<file path="config.mk">
export PLATFORM = sky130hd
export DESIGN_NAME = cmd_serializer
export DESIGN_NICKNAME = d
export VERILOG_FILES = /design/src/rtl/cmd_serializer.sv
export SDC_FILE = /design/constraint.sdc
export NUM_CORES = 1
export LEC_CHECK = 0
export CORE_MARGIN = 1
export CORE_UTILIZATION = 53
export CTS_CLUSTER_DIAMETER = 30
export CTS_CLUSTER_SIZE = 12
export DETAILED_ROUTE_END_ITERATION = 8
export PLACE_DENSITY = 0.79
export SYNTH_ARGS = -nofsm -noshare
export SYNTH_HDL_FRONTEND = slang
export SYNTH_SLANG_ARGS = --single-unit
</file>
<file path="constraint.sdc">
create_clock -name clk -period 2.6 [get_ports clk]
set_clock_uncertainty 0.2 [all_clocks]
set_input_delay 0.39 -clock clk [delete_from_list [all_inputs] [get_ports clk]]
set_output_delay 0.39 -clock clk [all_outputs]
set_load 0.1 [all_outputs]
</file>
<file path="src/rtl/cmd_serializer.sv">
`default_nettype none
// ============================================================================
// Module  : cmd_serializer
// Purpose : SD CMD-line transmitter; frames index + argument, appends CRC7 and
//           shifts the 48-bit frame out MSB-first followed by Ncc trailer bits.
// Rev     : 1.0  initial release
// ============================================================================
module cmd_serializer #(
  parameter int unsigned POST_BITS  = 8,
  parameter bit          IDLE_LEVEL = 1'b1
) (
  input  logic        clk,
  input  logic        reset,
  input  logic        start,
  input  logic [5:0]  cmd_index,
  input  logic [31:0] cmd_arg,
  output logic        cmd_out,
  output logic        cmd_oe,
  output logic        busy,
  output logic        done,
  output logic [6:0]  crc_out
);

  typedef enum logic [1:0] {
    ST_IDLE  = 2'd0,
    ST_SHIFT = 2'd1,
    ST_TRAIL = 2'd2
  } state_t;

  localparam logic [5:0] C_LAST_BIT = 6'd47;
  localparam logic [5:0] C_POST     = 6'(POST_BITS);
  localparam logic [6:0] C_CRC_POLY = 7'h09;

  state_t      state_q, state_d;
  logic [5:0]  cnt_q, cnt_d;
  logic [39:0] sr_q, sr_d;
  logic [6:0]  crc_q, crc_d;
  logic [6:0]  crc_out_q, crc_out_d;
  logic        cmd_out_q, cmd_out_d;
  logic        cmd_oe_q, cmd_oe_d;
  logic        busy_q, busy_d;
  logic        done_q, done_d;

  logic [2:0]  crc_idx;
  logic        crc_fb;

  // Frame bits 7..1 carry CRC bits 6..0, so the CRC index is counter-1.
  assign crc_idx = cnt_q[2:0] - 3'd1;
  assign crc_fb  = sr_q[39] ^ crc_q[6];

  always_comb begin
    state_d   = state_q;
    cnt_d     = cnt_q;
    sr_d      = sr_q;
    crc_d     = crc_q;
    crc_out_d = crc_out_q;
    cmd_out_d = IDLE_LEVEL;
    cmd_oe_d  = 1'b0;
    busy_d    = 1'b0;
    done_d    = 1'b0;

    case (state_q)
      ST_IDLE: begin
        if (start) begin
          sr_d    = {1'b0, 1'b1, cmd_index, cmd_arg};
          crc_d   = 7'd0;
          cnt_d   = C_LAST_BIT;
          busy_d  = 1'b1;
          state_d = ST_SHIFT;
        end
      end

      ST_SHIFT: begin
        cmd_oe_d = 1'b1;
        busy_d   = 1'b1;
        if (cnt_q >= 6'd8) begin
          cmd_out_d = sr_q[39];
          sr_d      = {sr_q[38:0], 1'b0};
          crc_d     = {crc_q[5:0], 1'b0} ^ (crc_fb ? C_CRC_POLY : 7'd0);
        end else if (cnt_q != 6'd0) begin
          cmd_out_d = crc_q[crc_idx];
        end else begin
          cmd_out_d = 1'b1;
        end
        // With no trailer the TRAIL visit only produces the done cycle.
        if (cnt_q == 6'd0) begin
          cnt_d   = C_POST;
          state_d = ST_TRAIL;
        end else begin
          cnt_d = cnt_q - 6'd1;
        end
      end

      ST_TRAIL: begin
        if (cnt_q == 6'd0) begin
          done_d    = 1'b1;
          crc_out_d = crc_q;
          state_d   = ST_IDLE;
        end else begin
          cmd_out_d = 1'b1;
          cmd_oe_d  = 1'b1;
          busy_d    = 1'b1;
          cnt_d     = cnt_q - 6'd1;
        end
      end

      default: state_d = ST_IDLE;
    endcase
  end

  always_ff @(posedge clk or negedge reset) begin
    if (!reset) begin
      state_q   <= ST_IDLE;
      cnt_q     <= 6'd0;
      sr_q      <= 40'd0;
      crc_q     <= 7'd0;
      crc_out_q <= 7'd0;
      cmd_out_q <= IDLE_LEVEL;
      cmd_oe_q  <= 1'b0;
      busy_q    <= 1'b0;
      done_q    <= 1'b0;
    end else begin
      state_q   <= state_d;
      cnt_q     <= cnt_d;
      sr_q      <= sr_d;
      crc_q     <= crc_d;
      crc_out_q <= crc_out_d;
      cmd_out_q <= cmd_out_d;
      cmd_oe_q  <= cmd_oe_d;
      busy_q    <= busy_d;
      done_q    <= done_d;
    end
  end

  assign cmd_out = cmd_out_q;
  assign cmd_oe  = cmd_oe_q;
  assign busy    = busy_q;
  assign done    = done_q;
  assign crc_out = crc_out_q;

endmodule
`default_nettype wire

</file>
# Word-level counts from Yosys, hierarchy flattened
# Cells that the tools add are included.
[totals] mem_bits_rw=0 elab_cells=57 latch_bits=0 reg_bits=66 mem_bits_ro=0 n_memories=0 inputBits=41
[classes] muxes=26 order_cmp=2 n_reduce_logical=9 multipliers=0 add_sub_neg=2 bitwise=2 n_eq_ne=7 n_shift=0 n_div=0
[op_table] cell="two-way mux 40 bit" count=2
[op_table] cell="case mux 40 bit (2 select lines)" count=1
[op_table] cell="two-way mux 6 bit" count=3
[op_table] cell="case mux 6 bit (3 select lines)" count=1
[op_table] cell="two-way mux 7 bit" count=2
[op_table] cell="case mux 7 bit (2 select lines)" count=1
[op_table] cell="inequality test 2 bit (second input constant)" count=5
[op_table] cell="AND reduction 3 bit" count=3
[op_table] cell="two-way mux 1 bit" count=8
[op_table] cell="XOR 7 x 4 -> 7 bit" count=1
[op_table] cell="greater-or-equal comparator 6 x 4 -> 1 bit (second input constant)" count=1
[op_table] cell="zero test 6 bit" count=1
[op_table] cell="two-way mux 2 bit" count=3
[op_table] cell="case mux 2 bit (3 select lines)" count=1
[op_table] cell="nonzero test 6 bit" count=1
[op_table] cell="subtractor 6 x 1 -> 6 bit (second input constant)" count=1
[op_table] cell="less-than comparator 3 x 4 -> 1 bit (second input constant)" count=1
[op_table] cell="two-way mux 4 bit" count=1
[op_table] cell="binary-select mux 1 bit (select 3 bit)" count=1
[op_table] cell="case mux 1 bit (3 select lines)" count=1
[op_table] cell="nonzero test 3 bit" count=1
[op_table] cell="subtractor 3 x 1 -> 3 bit (second input constant)" count=1
[op_table] cell="equality test 2 x 1 -> 1 bit (second input constant)" count=1
[op_table] cell="equality test 2 bit (second input constant)" count=1
[op_table] cell="other kinds (5)" count=5

# Logic depth before layout (Yosys ltp)
# Gate-level depths: netlist of run 1.
[depth] word_depth=6 ltp_mapped=10

# Worst setup path before layout of run 1
# No wires, ideal clock.
[synth_path] path_type="reg2reg" from="register cnt_q[0]" to="register cnt_q[4]" synth_period_minus_slack_ns=2.103 path_slack_ns=0.497 stages_incl_launch_ff=7 t_arrival_ns=1.821 setup_time_ns=0.082 cell_sequence="dfrtp_1 -> clkbuf_1 -> inv_1 -> ha_1 -> a311oi_4 -> or3b_1 -> a31oi_1"
[synth_via] elab_chain_len=3 elab_cells_between_ends=7
[synth_lines] element="start, declared" line="35" source="logic [5:0] cnt_q, cnt_d;"
[synth_lines] element="start signal, assigned" line="124" source="cnt_q <= cnt_d;"
[synth_lines] element="subtractor 6 x 1 -> 6 bit / zero test 6 bit (equally long branches)"
[synth_lines] element="two-way mux 6 bit, or another cell as far along" line="95" source="if (cnt_q == 6'd0) begin"
[synth_lines] element="case mux 6 bit (3 select lines) / AND reduction 3 bit (equally long branches)"
# Parallel ways exist; a longest one is shown, timed or not. The select of a mux whose other input is x is not followed.
# A chain may end at the register's enable or synchronous reset.

# Final worst setup path of run 1
[layout_path] from="register state_q[0]" to="register cnt_q[4]"
[layout_via] elab_chain_len=3 elab_cells_between_ends=8
[layout_lines] element="start, declared" line="34" source="state_t state_q, state_d;"
[layout_lines] element="start signal, assigned" line="123" source="state_q <= state_d;"
[layout_lines] element="equality test 2 bit, or another cell as far along" line="62" source="case (state_q)"
[layout_lines] element="inequality test 2 bit (no source line) / nonzero test 3 bit (equally long branches)"
[layout_lines] element="AND reduction 3 bit (no source line)"
# Parallel ways exist; a longest one is shown, timed or not.

==> results of run 1 <==
## power by group through the flow
stage,sequential [µW],combinational (µW),clock [µW]
after floorplan,1820,1560,0
after global placement,1760,2020,0
after detailed placement,1770,2090,0
after CTS,1760,2100,1030
after global routing,1820,2350,1070
final,1760,2070,1010
## registers in the layout, indices dropped and copies added, names as in the netlist
| name | count |
|---|---|
| done | 1 |
| cnt_q | 6 |
| busy | 1 |
| crc_q | 7 |
| cmd_out | 1 |
| sr_q | 40 |
| cmd_oe | 1 |
| state_q | 2 |
| crc_out | 7 |
## area by class of cell
cell class,count,share of cell area
flip-flops and latches,66,0.415
inverters,10,0.00942
repair buffers,56,0.136
well taps,72,0.0226
clock buffers,11,0.0380
multi-input cells,211,0.358
clock inverters,5,0.0214
## worst paths after layout
| kind | to | slack, ps | cells after the start |
|---|---|---|---|
| hold / removal | sr_q[0] | 270 | 2 |
| max in group asynchronous | sr_q[18] | 1200 | 3 |
| setup / recovery | cnt_q[4] | 340 | 6 |
| hold reg to reg | sr_q[0] | 270 | 2 |
| min in group asynchronous | sr_q[35] | 370 | 2 |
| setup reg to reg | cnt_q[4] | 340 | 6 |
## per-layer routing
| layer | vias to the layer above | GRT usage | wire length, µm |
|---|---|---|---|
| met2 | 54 | 0.370 | 2980 |
| met4 | 0 | 0.0909 | 71 |
| met3 | 7 | 0.0617 | 292 |
| li1 | 1156 | - | - |
| met5 | - | 0 | 0 |
| met1 | 1082 | 0.308 | 2900 |
## critical path, cell delays in order, from the launching register on
cell and delay, ps:
dfrtp_1 400, inv_1 100, ha_1 240, nor2b_1 210
a311oi_4 510, or3b_1 390, a31oi_1 140
## cell families after synthesis
logic type / after synthesis / share of synthesized area
compound gates: 71 / 0.140
xor+xnor: 3 / 0.00824
fa+ha+maj: 7 / 0.0274
buf+inv: 28 / 0.0365
flops: 66 / 0.518
mux: 47 / 0.155
simple gates: 83 / 0.115
## cells in the mapped netlist (2+ instances only)
cell / instances / area share
mux2_2: 8 / 0.028
o21ai_1: 9 / 0.014
o31ai_1: 2 / 0.0047
a211o_1: 2 / 0.0055
a22o_1: 2 / 0.0055
inv_1: 10 / 0.012
nor2_1: 6 / 0.0071
nand2_1: 61 / 0.072
mux2i_1: 38 / 0.12
o21ai_0: 38 / 0.060
a31oi_1: 3 / 0.0059
xnor2_1: 3 / 0.0082
clkbuf_1: 11 / 0.013
nand3_1: 6 / 0.0094
ha_1: 7 / 0.027
dfrtp_1: 65 / 0.51
buf_2: 6 / 0.0094
nor3_1: 2 / 0.0031
nor2b_1: 2 / 0.0039
a21oi_1: 6 / 0.0094
o22a_1: 2 / 0.0055
## per-stage QoR
| stage | hold slack, ps | std cells | cell area (µm²) | worst slack [ps] |
|---|---|---|---|---|
| 2_1_floorplan | -106 | 305 | 3190 | 497 |
| 3_3_place_gp | 220 | 414 | 3740 | 353 |
| 3_5_place_dp | 224 | 414 | 3740 | 318 |
| 4_1_cts | 282 | 431 | 3990 | 330 |
| 5_1_grt | 309 | 431 | 3990 | 191 |
| 6_report | 275 | 431 | 3990 | 338 |
==> metrics.txt, run 1 <==
run status=finished clean; main flop type after synthesis=dfrtp_1; initial drt markers=171; post-synthesis sequential area ratio=0.518; Die X=79.6 µm; worst-path fanout max=10; Fill cells=420; Die ar.=0.00633 mm²; Net Switching=1940 µW; Lkg Pwr=0.00177 µW; CP arrival=2330 ps; Yosys cell types=37; critical path capture point type=register; area of the multi-input gates=0.00143 mm²; ys async rst share=1.00; Core ar.=0.00564 mm²; Seq. cell area=0.00165 mm²; Core Rows=27; Die Y-Extent=79.6 µm; CTS Sinks=66; P_int=2910 µW; CTS tree=yes; Post-route DRC=0; most common cell after layout, fill and taps aside=dfrtp_1; Syn-to-layout area delta=24.9%; post_cts resized=0; Worst EP required=2670 ps; Slew @ Worst Pin=718 ps; fin util=0.706; DP HPWL=4170 µm; Num CTS Buffers=9; FF-to-FF Start=state_q[0]; Synth warnings=0; number of diodes=0; antenna violations before repair=0; Max-Cap Viols=0; Net Sw Frac=0.400; Hold Crit Start=sr_q[0]; CP startpoint=state_q[0]; Longest Clk Path Bufs=2; total power=4850 µW; Reg power frac=0.364; Reg clk slew, reported paths=70 ps; global-route wire length before repair=11,200 µm; f_max=0.442 GHz; Worst VDD drop=1.22 mV; Mapped Area=0.00319 mm²; # H-tree levels=3; Setup CP Type=reg -> reg; final hold viol count=0; Clock Power Share=0.208; Gate power share=0.428; final worst-path cycle share=0.870; Yosys reg bits=66; number of setup buffers added after CTS=0; most frequent cells in the layout=dfrtp_1 (65), nand2_1 (61), clkdlybuf4s50_1 (39), mux2i_1 (38), o21ai_0 (38); CTS root buffer=clkbuf_8; fin crit period=2260 ps; gr usage total=0.235; Port Buf Inserts=51; RSZ-0062 raised after global routing=false; Synthesized Nets=353; ratio of cells with drive above 1 in the final layout=0.139; Post-synth EDFFs=0; cts hold-fix bufs=1; Routed WL per cell=14.5 µm; Vias/cell=5.33; PwrDens=1220 mW/mm²; later-pin clock latency in the skew report=350 ps; Via Count=2,299; WL final=6250 µm; Layout Nets=402; setup TNS=0 ps; Pins Over Slew Limit=0; GPL Wtd Cong=0.860; Hold Path Class=reg -> reg; syn_area_per_cell=10.5 µm²; Slew headroom=0.518; largest net degree at the start of global routing=90; Synth Instances=305; vias in the first global route=2,421; io pins=52; GRT overflow=0; initial core utilization=0.566; DRT Pass-1 Iters=4; Setup crit start kind=register; Setup violations, final=0; ANT nets after route=0
Power figures use the tool's default switching activity.
==> run 2: changes to the inputs <==
--- a/config.mk
+++ b/config.mk
@@ -5,12 +5,13 @@
 export SDC_FILE = /design/constraint.sdc
 export NUM_CORES = 1
 export LEC_CHECK = 0
+export ABC_CLOCK_PERIOD_IN_PS = 2600
 export CORE_MARGIN = 1
 export CORE_UTILIZATION = 53
 export CTS_CLUSTER_DIAMETER = 30
 export CTS_CLUSTER_SIZE = 12
 export DETAILED_ROUTE_END_ITERATION = 8
-export PLACE_DENSITY = 0.79
+export PLACE_DENSITY = 0.89
 export SYNTH_ARGS = -nofsm -noshare
 export SYNTH_HDL_FRONTEND = slang
 export SYNTH_SLANG_ARGS = --single-unit
==> run 2 against run 1 <==
Against the previous run:
- worst hold slack better by 9.5 ps
- sequential cell count unchanged
- clock-buffer cell count down 1
- core utilization down 0.47 points
- combinational power up 2%
- sequential share of layout area up 0.28 points
- critical endpoint is now sr_q[25]
==> metrics.txt, run 2 (synthesized netlist as in run 1, its figures left out) <==
fin crit period=2310 ps (+43.5 ps); antenna violations before repair=0 (unchanged); GPL Wtd Cong=0.945 (+9.9%); later-pin clock latency in the skew report=340 ps (about the same); Fill cells=448 (+6.7%); initial drt markers=173 (+1.2%); Die ar.=0.00633 mm² (unchanged); f_max=0.434 GHz (-1.9%); number of diodes=0 (unchanged); most frequent cells in the layout=dfrtp_1 (65), nand2_1 (61), clkdlybuf4s50_1 (39), mux2i_1 (38), o21ai_0 (38); global-route wire length before repair=10,800 µm (-3.3%); initial core utilization=0.566 (unchanged); Num CTS Buffers=9 (unchanged); final worst-path cycle share=0.887 (+0.0167); Via Count=2,372 (+3.2%); largest net degree at the start of global routing=64 (-29%); PwrDens=1200 mW/mm² (-1.7%); io pins=52 (unchanged); final hold viol count=0 (unchanged); Top reg by flops=sr_q; Core ar.=0.00564 mm² (unchanged); Pins Over Slew Limit=0 (unchanged); pre-CTS setup slack=260 ps (-57.3 ps); WL final=6290 µm (+0.61%); CTS root buffer=clkbuf_8; CTS tree=yes; Hold Path Stages=2 (unchanged); Max-Cap Viols=0 (unchanged); gr usage total=0.227 (-0.00748); RSZ-0062 raised after global routing=false; Die X=79.6 µm (unchanged); run status=finished clean; GRT overflow=0 (unchanged); Worst EP required=2660 ps (about the same); Hold Crit Start=sr_q[7]; Slew @ Worst Pin=667 ps (-51.2 ps); Port Buf Inserts=51 (unchanged); reg-to-reg slack, setup=290 ps (-40 ps); number of setup buffers added after CTS=0 (unchanged); Setup CP Type=reg -> reg; Syn-to-layout area delta=24.1%; CP arrival=2360 ps (+30 ps); Vias/cell=5.48 (+2.7%); Largest register FFs=40 (unchanged); Setup crit start kind=register; FF-to-FF Start=state_q[1]; # H-tree levels=3 (unchanged); Setup violations, final=0 (unchanged); ratio of cells with drive above 1 in the final layout=0.141 (+0.00200); Worst Reg-to-Reg Cells=7 (+1); Die Y-Extent=79.6 µm (unchanged); worst-path fanout max=63 (+53); most common cell after layout, fill and taps aside=dfrtp_1; Layout Nets=404 (+0.50%); Finished Layout Cells=433 (+0.46%); ANT nets after route=0 (unchanged); Core Rows=27 (unchanged); critical path capture point type=register; final setup margin=295 ps (-43.5 ps); Lkg Pwr=0.00176 µW (-0.80%); DRT Pass-1 Iters=4 (unchanged); Worst VDD drop=0.921 mV (-24%); CTS Sinks=66 (unchanged); Reg clk slew, reported paths=70 ps (about the same); Post-route DRC=0 (unchanged); Hold Path Class=reg -> reg; vias in the first global route=2,282 (-5.7%); Slew headroom=0.555 (+0.0370); Routed WL per cell=14.5 µm (+0.14%); DP Cell Count=416 (+0.48%); CP startpoint=state_q[1]; setup TNS=0 ps (unchanged); Longest Clk Path Bufs=2 (unchanged); DP HPWL=4460 µm (+7.1%)
## run 2: area by class of cell
type                       count  area, µm²  share of cell area
sequential                    66       1650               0.418
multi-input combinational    211       1430               0.360
timing repair buffer          58        558               0.141
clock buffer                  10        128              0.0322
tap                           72       90.1              0.0228
clock inverter                 6       67.6              0.0171
inverter                      10       37.5             0.00948
## run 2: final timing paths
check,endpoint
max reg2reg,sr_q[25]
min,sr_q[7]
min in group asynchronous,crc_out[2]
min reg2reg,sr_q[7]
max in group asynchronous,cnt_q[1]
max,sr_q[25]
## run 2: worst max-delay path, stage by stage, from the launching register on
cell and delay (ps):
dfrtp_1 400, inv_1 130, ha_1 200, nor2b_1 490, a211o_2 330, buf_12 260, nand2_1 100, o21ai_0 80
## run 2: stage by stage
step | total power (µW) | hold WS, ps | instance area [µm²] | util
2_1_floorplan | 3390 | -106 | 3190 | -
3_3_place_gp | 3770 | 241 | 3750 | 0.665
3_5_place_dp | 3910 | 259 | 3750 | 0.665
4_1_cts | 4770 | 286 | 3960 | 0.702
5_1_grt | 5090 | 309 | 3960 | 0.702
6_report | 4730 | 284 | 3960 | 0.702
## run 2: where the power goes
part	leakage (µW)	internal, µW	switching, µW
Combinational	0.000864	881	1240
Clock	0.0000925	444	403
Sequential	0.000799	1460	313
Total	0.00176	2780	1950
## run 2: routing by layer
metal | track usage | vias to the layer above | part of all wire | wire length (µm)
met5 | 0 | - | 0 | 0
li1 | - | 1163 | - | -
met4 | 0.0800 | 0 | 0.0086 | 54
met3 | 0.0617 | 9 | 0.041 | 255
met2 | 0.354 | 63 | 0.50 | 3130
met1 | 0.305 | 1137 | 0.45 | 2860
## run 2: repair_timing
| item | CTS | global route |
|---|---|---|
| gates resized for setup | 0 | 0 |
| endpoints found under the hold margin | 26 | 0 |
| hold buffers | 1 | 0 |
